--- config.mk ---
export PLATFORM = sky130hd
export DESIGN_NAME = nibble_serial_adder_flat
export DESIGN_NICKNAME = d
export VERILOG_FILES = /design/src/rtl/nibble_serial_adder_pkg.sv /design/src/rtl/nibble_serial_adder_if.sv /design/src/rtl/nibble_serial_adder_digit_adder.sv /design/src/rtl/nibble_serial_adder.sv /design/src/flat_wrapper.sv
export SDC_FILE = /design/constraint.sdc
export NUM_CORES = 1
export LEC_CHECK = 0
export ABC_AREA = 1
export CELL_PAD_IN_SITES_DETAIL_PLACEMENT = 1
export CELL_PAD_IN_SITES_GLOBAL_PLACEMENT = 2
export CORE_MARGIN = 2
export CORE_UTILIZATION = 30
export DETAILED_ROUTE_END_ITERATION = 10
export PLACE_DENSITY = 0.88
export SYNTH_ARGS = -nofsm -noshare
export SYNTH_HDL_FRONTEND = slang
export SYNTH_SLANG_ARGS = --single-unit
--- constraint.sdc ---
create_clock -name clk -period 2.4 [get_ports clk]
set_input_delay 0.36 -clock clk [delete_from_list [all_inputs] [get_ports clk]]
set_output_delay 0.36 -clock clk [all_outputs]
set_load 0.03 [all_outputs]
--- src/rtl/nibble_serial_adder_pkg.sv ---
// nsa_pkg: shared FSM states, digit width and index sizing for nibble_serial_adder
package nsa_pkg;
   typedef enum logic [1:0] {IDLE, RUN, DONE} state_t;
   localparam int DIGIT_W = 4;
   function automatic int idx_w(input int ndig);
      return (ndig > 1) ? $clog2(ndig) : 1;
   endfunction
endpackage

--- src/rtl/nibble_serial_adder_if.sv ---
// nibble_serial_adder_if: request/result bundle; carries bcd only when NIBBLE_SERIAL_ADDER_BCD_EN is defined
interface nibble_serial_adder_if #(parameter int WIDTH = 8);
   logic             start;
   logic [WIDTH-1:0] a;
   logic [WIDTH-1:0] b;
   logic             cin;
   logic             sub;
`ifdef NIBBLE_SERIAL_ADDER_BCD_EN
   logic             bcd;
`endif
   logic             busy;
   logic             done;
   logic [WIDTH-1:0] s;
   logic             cout;
   logic             zero;
   logic             overflow;
   modport master (
`ifdef NIBBLE_SERIAL_ADDER_BCD_EN
      output bcd,
`endif
      output start, a, b, cin, sub,
      input  busy, done, s, cout, zero, overflow
   );
   modport slave (
`ifdef NIBBLE_SERIAL_ADDER_BCD_EN
      input  bcd,
`endif
      input  start, a, b, cin, sub,
      output busy, done, s, cout, zero, overflow
   );
endinterface

--- src/rtl/nibble_serial_adder_digit_adder.sv ---
// digit_adder: 4-bit plus carry adder; decimal adjust added when NIBBLE_SERIAL_ADDER_BCD_EN is defined
module digit_adder
   import nsa_pkg::*;
(
   input  logic [DIGIT_W-1:0] x,
   input  logic [DIGIT_W-1:0] y,
   input  logic               ci,
`ifdef NIBBLE_SERIAL_ADDER_BCD_EN
   input  logic               bcd,
`endif
   output logic [DIGIT_W-1:0] sum,
   output logic               co
);
   logic [DIGIT_W:0] raw;
`ifdef NIBBLE_SERIAL_ADDER_BCD_EN
   logic adj;
`endif
   // raw binary digit sum, pushed back into 0..9 when adding decimal digits
   always_comb begin
      raw = {1'b0, x} + {1'b0, y} + {{DIGIT_W{1'b0}}, ci};
`ifdef NIBBLE_SERIAL_ADDER_BCD_EN
      adj = bcd && raw > 5'd9;
      sum = adj ? raw[DIGIT_W-1:0] + 4'd6 : raw[DIGIT_W-1:0];
      co  = adj ? 1'b1 : raw[DIGIT_W];
`else
      sum = raw[DIGIT_W-1:0];
      co  = raw[DIGIT_W];
`endif
   end
endmodule

--- src/rtl/nibble_serial_adder.sv ---
// nibble_serial_adder: digit-serial add/subtract with start/busy/done; BCD mode via NIBBLE_SERIAL_ADDER_BCD_EN
module nibble_serial_adder
   import nsa_pkg::*;
#(
   parameter int WIDTH = 8
) (
   input logic                 clk,
   input logic                 reset,
   nibble_serial_adder_if.slave bus
);
   localparam int NDIG = WIDTH / DIGIT_W;
   localparam int IW   = idx_w(NDIG);

   if (WIDTH % DIGIT_W != 0 || WIDTH < DIGIT_W) begin : g_bad_width
      $error("nibble_serial_adder: WIDTH must be a multiple of 4 and at least 4");
   end

   state_t             state, state_nx;
   logic [WIDTH-1:0]   a_sh, b_sh, s_r, s_nx;
   logic [IW-1:0]      idx;
   logic [DIGIT_W-1:0] dsum;
   logic               carry, dco, a_msb, b_msb, accept, last, ovf_nx;
   logic               cout_r, zero_r, ovf_r;
`ifdef NIBBLE_SERIAL_ADDER_BCD_EN
   logic               bcd_r;
`endif

   assign accept       = bus.start && state != RUN;
   assign last         = idx == IW'(NDIG - 1);
   assign bus.busy     = state == RUN;
   assign bus.done     = state == DONE;
   assign bus.s        = s_r;
   assign bus.cout     = cout_r;
   assign bus.zero     = zero_r;
   assign bus.overflow = ovf_r;

   digit_adder u_dig (
      .x   (a_sh[DIGIT_W-1:0]),
      .y   (b_sh[DIGIT_W-1:0]),
      .ci  (carry),
`ifdef NIBBLE_SERIAL_ADDER_BCD_EN
      .bcd (bcd_r),
`endif
      .sum (dsum),
      .co  (dco)
   );

   // next state, and the result with the current digit merged in
   always_comb begin
      state_nx = accept ? RUN : state == RUN ? (last ? DONE : RUN) : IDLE;
      s_nx = s_r;
      s_nx[DIGIT_W*idx +: DIGIT_W] = dsum;
`ifdef NIBBLE_SERIAL_ADDER_BCD_EN
      ovf_nx = !bcd_r && a_msb == b_msb && s_nx[WIDTH-1] != a_msb;
`else
      ovf_nx = a_msb == b_msb && s_nx[WIDTH-1] != a_msb;
`endif
   end

   // state register; reset wins over a simultaneous start
   always_ff @(posedge clk) state <= reset ? IDLE : state_nx;

   // operand latch/shift, carry ripple, and result/flag capture on the last digit
   always_ff @(posedge clk) begin
      if (reset) begin
         idx    <= '0;
         carry  <= 1'b0;
         s_r    <= '0;
         cout_r <= 1'b0;
         zero_r <= 1'b0;
         ovf_r  <= 1'b0;
      end else if (accept) begin
         a_sh  <= bus.a;
         b_sh  <= bus.sub ? ~bus.b : bus.b;
         carry <= bus.cin ^ bus.sub;
         idx   <= '0;
         a_msb <= bus.a[WIDTH-1];
         b_msb <= bus.b[WIDTH-1] ^ bus.sub;
`ifdef NIBBLE_SERIAL_ADDER_BCD_EN
         bcd_r <= bus.bcd && !bus.sub;
`endif
      end else if (state == RUN) begin
         a_sh  <= a_sh >> DIGIT_W;
         b_sh  <= b_sh >> DIGIT_W;
         carry <= dco;
         idx   <= idx + 1'b1;
         s_r   <= s_nx;
         if (last) begin
            cout_r <= dco;
            zero_r <= s_nx == '0;
            ovf_r  <= ovf_nx;
         end
      end
   end
endmodule
--- src/flat_wrapper.sv ---
// flat-port wrapper written by rule: the top's interface ports become plain ports
module nibble_serial_adder_flat import nsa_pkg::*;
#(
   parameter int WIDTH = 8
)
  (clk, reset, bus_start, bus_a, bus_b, bus_cin, bus_sub, bus_busy, bus_done, bus_s, bus_cout, bus_zero, bus_overflow);
  nibble_serial_adder_if #(.WIDTH(WIDTH)) bus_i ();
  input logic clk;
  input logic reset;
  input wire logic [$bits(bus_i.start)-1:0] bus_start;
  input wire logic [$bits(bus_i.a)-1:0] bus_a;
  input wire logic [$bits(bus_i.b)-1:0] bus_b;
  input wire logic [$bits(bus_i.cin)-1:0] bus_cin;
  input wire logic [$bits(bus_i.sub)-1:0] bus_sub;
  output wire logic [$bits(bus_i.busy)-1:0] bus_busy;
  output wire logic [$bits(bus_i.done)-1:0] bus_done;
  output wire logic [$bits(bus_i.s)-1:0] bus_s;
  output wire logic [$bits(bus_i.cout)-1:0] bus_cout;
  output wire logic [$bits(bus_i.zero)-1:0] bus_zero;
  output wire logic [$bits(bus_i.overflow)-1:0] bus_overflow;
  assign bus_i.start = bus_start;
  assign bus_i.a = bus_a;
  assign bus_i.b = bus_b;
  assign bus_i.cin = bus_cin;
  assign bus_i.sub = bus_sub;
  assign bus_busy = bus_i.busy;
  assign bus_done = bus_i.done;
  assign bus_s = bus_i.s;
  assign bus_cout = bus_i.cout;
  assign bus_zero = bus_i.zero;
  assign bus_overflow = bus_i.overflow;
  nibble_serial_adder #(.WIDTH(WIDTH)) u_core (.clk(clk), .reset(reset), .bus(bus_i));
endmodule
==> flow_metrics.env, run 1 <==
export IMPL_rrSetupSlack_ps=410
export IMPL_insertion_delay_ps=280
export IMPL_ys_seq_elements=33
export IMPL_die_area_mm2=0.00584
export IMPL_hold_path_startpoint="u_core.bus.overflow"
export IMPL_cts_tree="yes"
export IMPL_synthMuxAreaShare=0
export IMPL_wire_per_inst_um=11.9
export IMPL_hold_slack_ps=452
export IMPL_path_max_fanout=3
export IMPL_fmax_mhz=502
export IMPL_antenna_found_initial=0
export IMPL_crit_chain="inv_1, fa_1, fa_1, nand3b_1, nor4_1, nand3_1, o21ai_0"
export IMPL_synth_top_cell_by_area="edfxtp_1"
export IMPL_dpl_hpwl_mm=2.55
export IMPL_first_global_vias=1202
export IMPL_final_cell_count_no_fill=278
export IMPL_rsz0062_at_grt="false"
export IMPL_startpoint_type="flip-flop"
export IMPL_seq_area_frac_synth=0.534
export IMPL_grt_max_degree=23
export IMPL_cts_resized=0
export IMPL_total_power_mw=1.34
export IMPL_gr_total_overflow=0
export IMPL_synth_top_area_frac=0.343
export IMPL_gp_congestion=0.774
export IMPL_cap_violations=0
export IMPL_ant_nets=0
export IMPL_critPathArrivalTime_ps=2210
export IMPL_routed_wl_mm=3.30
export IMPL_grtUsageTotal=0.123
export IMPL_p_leak_nw=0.833
export IMPL_relSlewSlack=0.683
export IMPL_cts_setup_buffers=0
export IMPL_postCtsHoldBufs=0
export IMPL_avgSynthCellArea_um2=9.26
export IMPL_vias=1208
export IMPL_cp_common_cell="fa_1"
export IMPL_grt_pass1_wl_mm=5.68
export IMPL_setup_viol=0
export IMPL_syn_num_nets=196
export IMPL_fin_nets=233
export IMPL_drtPass1Iterations=4
export IMPL_critPathMaxStageDelay_ps=550
export IMPL_synthSimpleGateAreaFrac=0.198
export IMPL_synth_fa_ha_area_frac=0.0493
export IMPL_chipWidth_um=76.4
export IMPL_initial_utilization=0.310
export IMPL_critPathKind="flip-flop to flip-flop"
export IMPL_finalCritPeriodShare=0.830
export IMPL_end_kind="flip-flop"
export IMPL_drive_above_1_share=0.0962
export IMPL_io_pins=34
export IMPL_hold_viol_final=0
export IMPL_min_to="u_core.bus.overflow"
export IMPL_finalClockSkew_ps=3.44
export IMPL_first_iter_violations=34
export IMPL_synthXorXnorAreaFrac=0.0501
export IMPL_clkTransAtPathRegs_ps=70
export IMPL_yosysWarnings=0
export IMPL_holdPathStages=2
export IMPL_placement_rows=26
export IMPL_regToRegEndpoint="u_core.bus.zero"
export IMPL_period_needed_ps=1990
export IMPL_layout_common_cells="nand2_1, clkdlybuf4s50_1, inv_1, edfxtp_1, dfxtp_1"
export IMPL_status="finished clean"
export IMPL_final_common_cell="nand2_1"
export IMPL_reg2reg_from="u_core.carry"
export IMPL_h_tree_depth=2
export IMPL_cts_sinks=33
export IMPL_vdd_drop_max_mv=0.242
export IMPL_r2r_cells=7
export IMPL_worst_pin_slew_ps=474
export IMPL_netlist_area_mm2=0.00157
export IMPL_synth_area_leaders="edfxtp_1, dfxtp_1, nand2_1"
export IMPL_coreArea_mm2=0.00507
export IMPL_cts_root_buf="clkbuf_8"
export IMPL_areaGrowthSynthToFinish_pct=30.7
export IMPL_drc=0
export IMPL_io_buffers=33
export IMPL_crit_buf_inv=1
export IMPL_timing_final_max_slew_violations=0
export IMPL_place_inst=270
export IMPL_cts_made_buffers=5
export IMPL_synthCells=170
export IMPL_powerDensity_mw_per_mm2=653
export IMPL_viasPerCell=4.35
export IMPL_hold_class="flip-flop to flip-flop"
export IMPL_ys_types=28
export IMPL_synth_compound_area_frac=0.0882
export IMPL_num_fill_cells=612
export IMPL_cp_slowest_cell="fa_1"
export IMPL_setup_tns_ps=0
export IMPL_synth_top_family_by_area="simple AND/OR/NAND/NOR gates"
export IMPL_path_delay_family="adder cells"
export IMPL_timing_critical_path_required_ps=2610
export IMPL_cts_buffer_depth=2
export IMPL_die_height_um=76.4
export IMPL_antenna_diode_count=0
-- layout make-up --
| cell class | count | area (um2) | area share |
|---|---|---|---|
| Sequential cell | 33 | 841 | 0.409 |
| Inverter | 25 | 93.8 | 0.0456 |
| Clock buffer | 8 | 90.1 | 0.0438 |
| Timing Repair Buffer | 34 | 338 | 0.164 |
| Multi-Input combinational cell | 108 | 607 | 0.295 |
| Tap cell | 70 | 87.6 | 0.0426 |
-- worst register-to-register path, stage by stage, from the launching register on --
cell and delay, ps:
dfxtp_1 340, inv_1 70, fa_1 480, fa_1 550
nand3b_1 80, nor4_1 180, nand3_1 90, o21ai_0 140
-- power breakdown --
| group | internal [mW] | switching [mW] |
|---|---|---|
| logic | 0.109 | 0.147 |
| registers | 0.639 | 0.0190 |
| clock network | 0.234 | 0.196 |
| total | 0.981 | 0.362 |
-- logic make-up after synthesis --
group / count (synthesis)
AOI/OAI and AO/OA: 24
xor gates and xnor gates: 9
adders and majority gates: 5
buffers and inverters: 29
DFF: 33
and+or+nand+nor: 70
-- sequential cells by signal, summed over array words and instances (netlist names) --
name / count
u_core.bus.zero: 1
u_core.a_sh: 8
u_core.b_msb: 1
u_core.bus.cout: 1
u_core.idx: 1
u_core.carry: 1
u_core.bus.overflow: 1
u_core.b_sh: 8
u_core.a_msb: 1
u_core.bus.s: 8
u_core.state: 2
-- per-layer routing --
layer / wire length (um) / part of all wire / GRT usage / vias to the layer above
met3: 167 / 0.051 / 0.0379 / 6
li1: - / - / - / 624
met2: 1470 / 0.45 / 0.191 / 33
met4: 61 / 0.018 / 0.0545 / 0
met1: 1600 / 0.48 / 0.158 / 545
met5: 0 / 0 / 0 / -
-- stage by stage --
stage	setup WS, ps	utilization	instance area (um2)
floorplan	576	-	1570
global placement	496	0.388	1970
detailed placement	436	0.388	1970
CTS	403	0.405	2060
global route	247	0.405	2060
finish	408	0.405	2060
-- cell usage after synthesis --
library cell / number
a211oi_1: 1
a21oi_1: 6
a22o_1: 1
a31oi_1: 1
buf_2: 2
buf_6: 2
dfxtp_1: 15
edfxtp_1: 18
fa_1: 2
ha_1: 3
inv_1: 18
inv_2: 7
nand2_1: 39
nand2_2: 1
nand2_4: 1
nand3_1: 10
nand3b_1: 1
nor2_1: 13
nor2_4: 2
nor4_1: 1
o211ai_1: 2
o21a_1: 2
o21ai_0: 7
o21ai_1: 3
o22ai_1: 1
or2_2: 2
xnor2_1: 7
xor2_1: 2
-- worst max path at each step --
stage	from	to	slack, ps	cells after the start
final	u_core.carry	u_core.bus.zero	410	7
after global routing	u_core.carry	u_core.bus.zero	250	7
after CTS	u_core.carry	u_core.bus.zero	400	7
after detailed placement	u_core.carry	u_core.bus.zero	440	7
after global placement	u_core.carry	u_core.bus.zero	500	7
after floorplan	u_core.carry	u_core.bus.zero	580	7
Power figures use the tool's default switching activity.
==> run 2, diff against run 1 <==
clock period = 1.9 ns   (was 2.4 ns; I/O delays follow)
==> run 2 against run 1 <==
  * The run now ends with negative setup slack left
  * Maximum frequency grew 3.8%
  * Via count increased by 1.7%
  * Sequential share of layout area fell by 0.60 points
  * Combinational power grew 36%
  * Die area did not move
  * Flip-flop and latch count is the same
  * Design area up 1.6%
  * Worst hold slack got worse by 3.6 ps
  * Utilization rose by 0.67 points
  * Total power increased by 26%
  * Sequential power grew 26%
  * Non-clock buffer count increased by 4
  * Critical path type unchanged
  * Largest cell class unchanged
==> flow_metrics.env, run 2 (synthesized netlist as in run 1, its figures left out) <==
export IMPL_status="complete, but fails checks"
export IMPL_violations="negative setup slack"
export IMPL_cts_buffer_depth=2
export IMPL_wire_per_inst_um=11.8
export IMPL_timing_final_max_slew_violations=0
export IMPL_relSlewSlack=0.687
export IMPL_use_met2=0.223
export IMPL_fin_nets=237
export IMPL_antenna_diode_count=0
export IMPL_cts_sinks=33
export IMPL_hold_viol_final=0
export IMPL_insertion_delay_ps=280
export IMPL_critPathArrivalTime_ps=2140
export IMPL_grt_max_degree=23
export IMPL_timing_critical_path_required_ps=2120
export IMPL_gp_congestion=0.758
export IMPL_p_leak_nw=0.864
export IMPL_cts_made_buffers=5
export IMPL_chipWidth_um=76.4
export IMPL_h_tree_depth=2
export IMPL_cts_tree="yes"
export IMPL_total_power_mw=1.69
export IMPL_fmax_mhz=521
export IMPL_postCtsHoldBufs=0
export IMPL_rrSetupSlack_ps=-20
export IMPL_use_met1=0.156
export IMPL_routed_wl_mm=3.33
export IMPL_crit_chain="inv_2, fa_2, fa_1, nand3b_1, nor4_2, nand3_1, o21ai_1"
export IMPL_use_met3=0.0403
export IMPL_cp_slowest_cell="fa_1"
export IMPL_critPathMaxStageDelay_ps=510
export IMPL_crit_buf_inv=1
export IMPL_grtUsageTotal=0.130
export IMPL_grt_pass1_wl_mm=6.02
export IMPL_cap_violations=0
export IMPL_first_iter_violations=24
export IMPL_startpoint_type="flip-flop"
export IMPL_areaGrowthSynthToFinish_pct=32.8
export IMPL_coreArea_mm2=0.00507
export IMPL_hold_class="flip-flop to flip-flop"
export IMPL_io_buffers=33
export IMPL_dpl_hpwl_mm=2.60
export IMPL_ant_nets=0
export IMPL_preCtsSetupSlack_ps=-44.2
export IMPL_drtPass1Iterations=4
export IMPL_io_pins=34
export IMPL_powerDensity_mw_per_mm2=807
export IMPL_die_area_mm2=0.00584
export IMPL_layout_common_cells="nand2_1, clkdlybuf4s50_1, edfxtp_1"
export IMPL_cts_setup_buffers=0
export IMPL_vias=1229
export IMPL_r2r_cells=7
export IMPL_drc=0
export IMPL_period_needed_ps=1920
export IMPL_multi_input_area_um2=616
export IMPL_vdd_drop_max_mv=0.324
export IMPL_cts_root_buf="clkbuf_8"
export IMPL_path_max_fanout=2
export IMPL_first_global_vias=1306
export IMPL_seq_area_um2=842
export IMPL_finalCritPeriodShare=1.01
export IMPL_antenna_found_initial=0
export IMPL_critPathKind="flip-flop to flip-flop"
export IMPL_num_fill_cells=611
export IMPL_initial_utilization=0.310
export IMPL_end_kind="flip-flop"
export IMPL_viasPerCell=4.36
export IMPL_timing_final_ws_setup_ps=-19.6
export IMPL_drive_above_1_share=0.132
export IMPL_final_common_cell="nand2_1"
export IMPL_setup_viol=1
export IMPL_gr_total_overflow=0
export IMPL_regToRegEndpoint="u_core.bus.zero"
export IMPL_clkTransAtPathRegs_ps=70
export IMPL_hold_path_startpoint="u_core.bus.overflow"
export IMPL_placement_rows=26
export IMPL_top_usage_layer="met2"
export IMPL_path_delay_family="adder cells"
export IMPL_worst_pin_slew_ps=469
export IMPL_min_to="u_core.bus.overflow"
export IMPL_finalClockSkew_ps=6.11
export IMPL_holdPathStages=2
export IMPL_die_height_um=76.4
export IMPL_reg2reg_from="u_core.carry"
export IMPL_rsz0062_at_grt="true"
[run 2: changes by cell type in the layout (fill, tap and decap cells not counted), sizes merged]
cell	previous run	this run
buf	1	5
clkbuf	8	7
clkdlybuf4s50	33	32
clkinv	0	1
dlymetal6s2s	0	1
[run 2: cell type report]
type,instances,area share
Clock inverter,1,0.00239
Clock buffer,7,0.0365
Inverter,25,0.0449
Multi-Input combinational cell,108,0.294
Sequential cell,33,0.403
Timing Repair Buffer,38,0.177
Tap cell,70,0.0419
[run 2: worst min-delay path, delay by kind of cell (launching register included)]
family	cells	cell delay, ps
DFF	1	310
and+or+nand+nor	2	100
[run 2: repair_timing]
item                                    4_1_cts  5_1_grt
gates resized for setup                       4        3
pin swaps                                     1        0
endpoints found under the setup margin        3        4
[run 2: through the flow]
| step | hold WS (ps) | cell area [um2] | std cells | util | setup TNS (ps) |
|---|---|---|---|---|---|
| floorplan | 384 | 1570 | 170 | - | 0 |
| global placement | 442 | 2000 | 274 | 0.393 | 0 |
| detailed placement | 443 | 2000 | 274 | 0.393 | -44.2 |
| CTS | 454 | 2080 | 282 | 0.410 | 0 |
| global route | 497 | 2090 | 282 | 0.412 | -178 |
| finish | 448 | 2090 | 282 | 0.412 | -19.6 |
[run 2: per-layer routing]
layer,part of all wire,up-vias
met4,0.0087,0
met5,0,-
li1,-,631
met3,0.051,3
met1,0.46,562
met2,0.48,33
[run 2: how the worst max path moves through the flow]
stage                     depth (start not counted)            start               to
after global placement                            8     u_core.carry  u_core.bus.zero
final                                             7     u_core.carry  u_core.bus.zero
after global routing                              7     u_core.carry  u_core.bus.zero
after detailed placement                          8     u_core.carry  u_core.bus.zero
after floorplan                                   7     u_core.carry  u_core.bus.zero
after CTS                                         4  u_core.state[1]         bus_busy
[run 2: power by group]
group	internal, mW	switching, mW	leakage, nW	total, mW
Clock	0.257	0.250	0.0422	0.507
Sequential	0.807	0.0247	0.296	0.832
Combinational	0.156	0.191	0.525	0.347
==> run 3, diff against run 2 <==
clock period = 2.09 ns   (was 1.9 ns; I/O delays follow)
==> run 3 against run 2 <==
  * The flow now finishes without violations
  * Largest power group unchanged
  * Total power is 2.9% lower
  * Flip-flop and latch count stayed put
  * Die area stayed put
==> flow_metrics.env, run 3 (synthesized netlist as in run 1, its figures left out) <==
export IMPL_cts_made_buffers=5
export IMPL_first_global_vias=1250
export IMPL_dpl_hpwl_mm=2.57
export IMPL_reg2reg_from="u_core.carry"
export IMPL_fin_util=0.414
export IMPL_clkTransAtPathRegs_ps=70
export IMPL_vias=1232
export IMPL_layout_common_cells="nand2_1, clkdlybuf4s50_1, inv_1, edfxtp_1, dfxtp_1"
export IMPL_io_pins=34
export IMPL_design_area_mm2=0.00210
export IMPL_fmax_mhz=517
export IMPL_cap_violations=0
export IMPL_gr_total_overflow=0
export IMPL_areaGrowthSynthToFinish_pct=33.5
export IMPL_insertion_delay_ps=280
export IMPL_finalClockSkew_ps=2.61
export IMPL_critPathKind="flip-flop to flip-flop"
export IMPL_hold_viol_final=0
export IMPL_antenna_diode_count=0
export IMPL_setup_tns_ps=0
export IMPL_timing_critical_path_required_ps=2310
export IMPL_powerDensity_mw_per_mm2=779
export IMPL_vdd_drop_max_mv=0.292
export IMPL_startpoint_type="flip-flop"
export IMPL_first_iter_violations=45
export IMPL_use_met1=0.154
export IMPL_worst_pin_slew_ps=471
export IMPL_cts_sinks=33
export IMPL_grtUsageTotal=0.126
export IMPL_place_inst=272
export IMPL_fin_nets=235
export IMPL_crit_start="u_core.carry"
export IMPL_p_leak_nw=0.854
export IMPL_initial_utilization=0.310
export IMPL_die_area_mm2=0.00584
export IMPL_placement_rows=26
export IMPL_dpl_cell_area_mm2=0.00198
export IMPL_cts_root_buf="clkbuf_8"
export IMPL_cts_buffer_depth=2
export IMPL_die_height_um=76.4
export IMPL_total_power_mw=1.64
export IMPL_timing_final_max_slew_violations=0
export IMPL_hold_path_startpoint="u_core.bus.overflow"
export IMPL_top_usage_layer="met2"
export IMPL_drtPass1Iterations=4
export IMPL_grt_pass1_wl_mm=5.78
export IMPL_use_met2=0.205
export IMPL_drive_above_1_share=0.119
export IMPL_use_met3=0.0427
export IMPL_final_common_cell="nand2_1"
export IMPL_period_needed_ps=1940
export IMPL_path_max_fanout=3
export IMPL_chipWidth_um=76.4
export IMPL_status="finished clean"
export IMPL_end_kind="flip-flop"
export IMPL_h_tree_depth=2
export IMPL_grt_max_degree=23
export IMPL_postCtsHoldBufs=0
export IMPL_coreArea_mm2=0.00507
export IMPL_rsz0062_at_grt="false"
export IMPL_antenna_found_initial=0
export IMPL_cts_tree="yes"
export IMPL_io_buffers=33
export IMPL_ant_nets=0
export IMPL_relSlewSlack=0.685
export IMPL_hold_class="flip-flop to flip-flop"
export IMPL_finalCritPeriodShare=0.926
export IMPL_viasPerCell=4.40
export IMPL_drc=0
export IMPL_routed_wl_mm=3.32
export IMPL_setup_viol=0
export IMPL_critPathArrivalTime_ps=2150
export IMPL_final_cell_count_no_fill=280
export IMPL_wire_per_inst_um=11.9
export IMPL_gp_congestion=0.751
run 3: through the flow:
stage,worst slack (ps),hold slack [ps]
after floorplan,266,412
after global routing,13.2,495
after detailed placement,131,449
final,154,454
after CTS,96.4,460
after global placement,185,441
run 3: critical path: stages (launching register included):
cell and delay [ps]:
dfxtp_1 340, inv_1 70, fa_2 410, fa_1 560, nand3b_1 110, nor4_2 150
nand3_1 90, o21ai_0 140
run 3: worst paths after layout:
check,endpoint,cells past startpoint,slack [ps]
max,u_core.bus.zero,7,150
min,u_core.bus.overflow,2,450
max reg2reg,u_core.bus.zero,7,150
min reg2reg,u_core.bus.overflow,2,450
run 3: area by class of cell:
| class | instances | area [um2] |
|---|---|---|
| Sequential cell | 33 | 841 |
| Clock buffer | 8 | 111 |
| Fill cell | 610 | 2970 |
| Timing Repair Buffer | 36 | 353 |
| Multi-Input combinational cell | 108 | 616 |
| Tap cell | 70 | 87.6 |
| Inverter | 25 | 93.8 |
run 3: power by group:
group / switching (mW) / internal (mW)
combinational: 0.171 / 0.130
sequential: 0.0218 / 0.733
clock: 0.240 / 0.341
total: 0.433 / 1.20
run 3: layer usage:
layer	vias to the layer above	part of all wire
met5	-	0
met4	0	0.014
met3	6	0.050
met2	33	0.48
met1	563	0.46
li1	630	-
run 3: what timing repair did:
| item | in CTS | in global routing |
|---|---|---|
| setup endpoints to repair | 0 | 1 |
| gates resized for setup | 0 | 2 |
| buffers inserted | 0 | 0 |
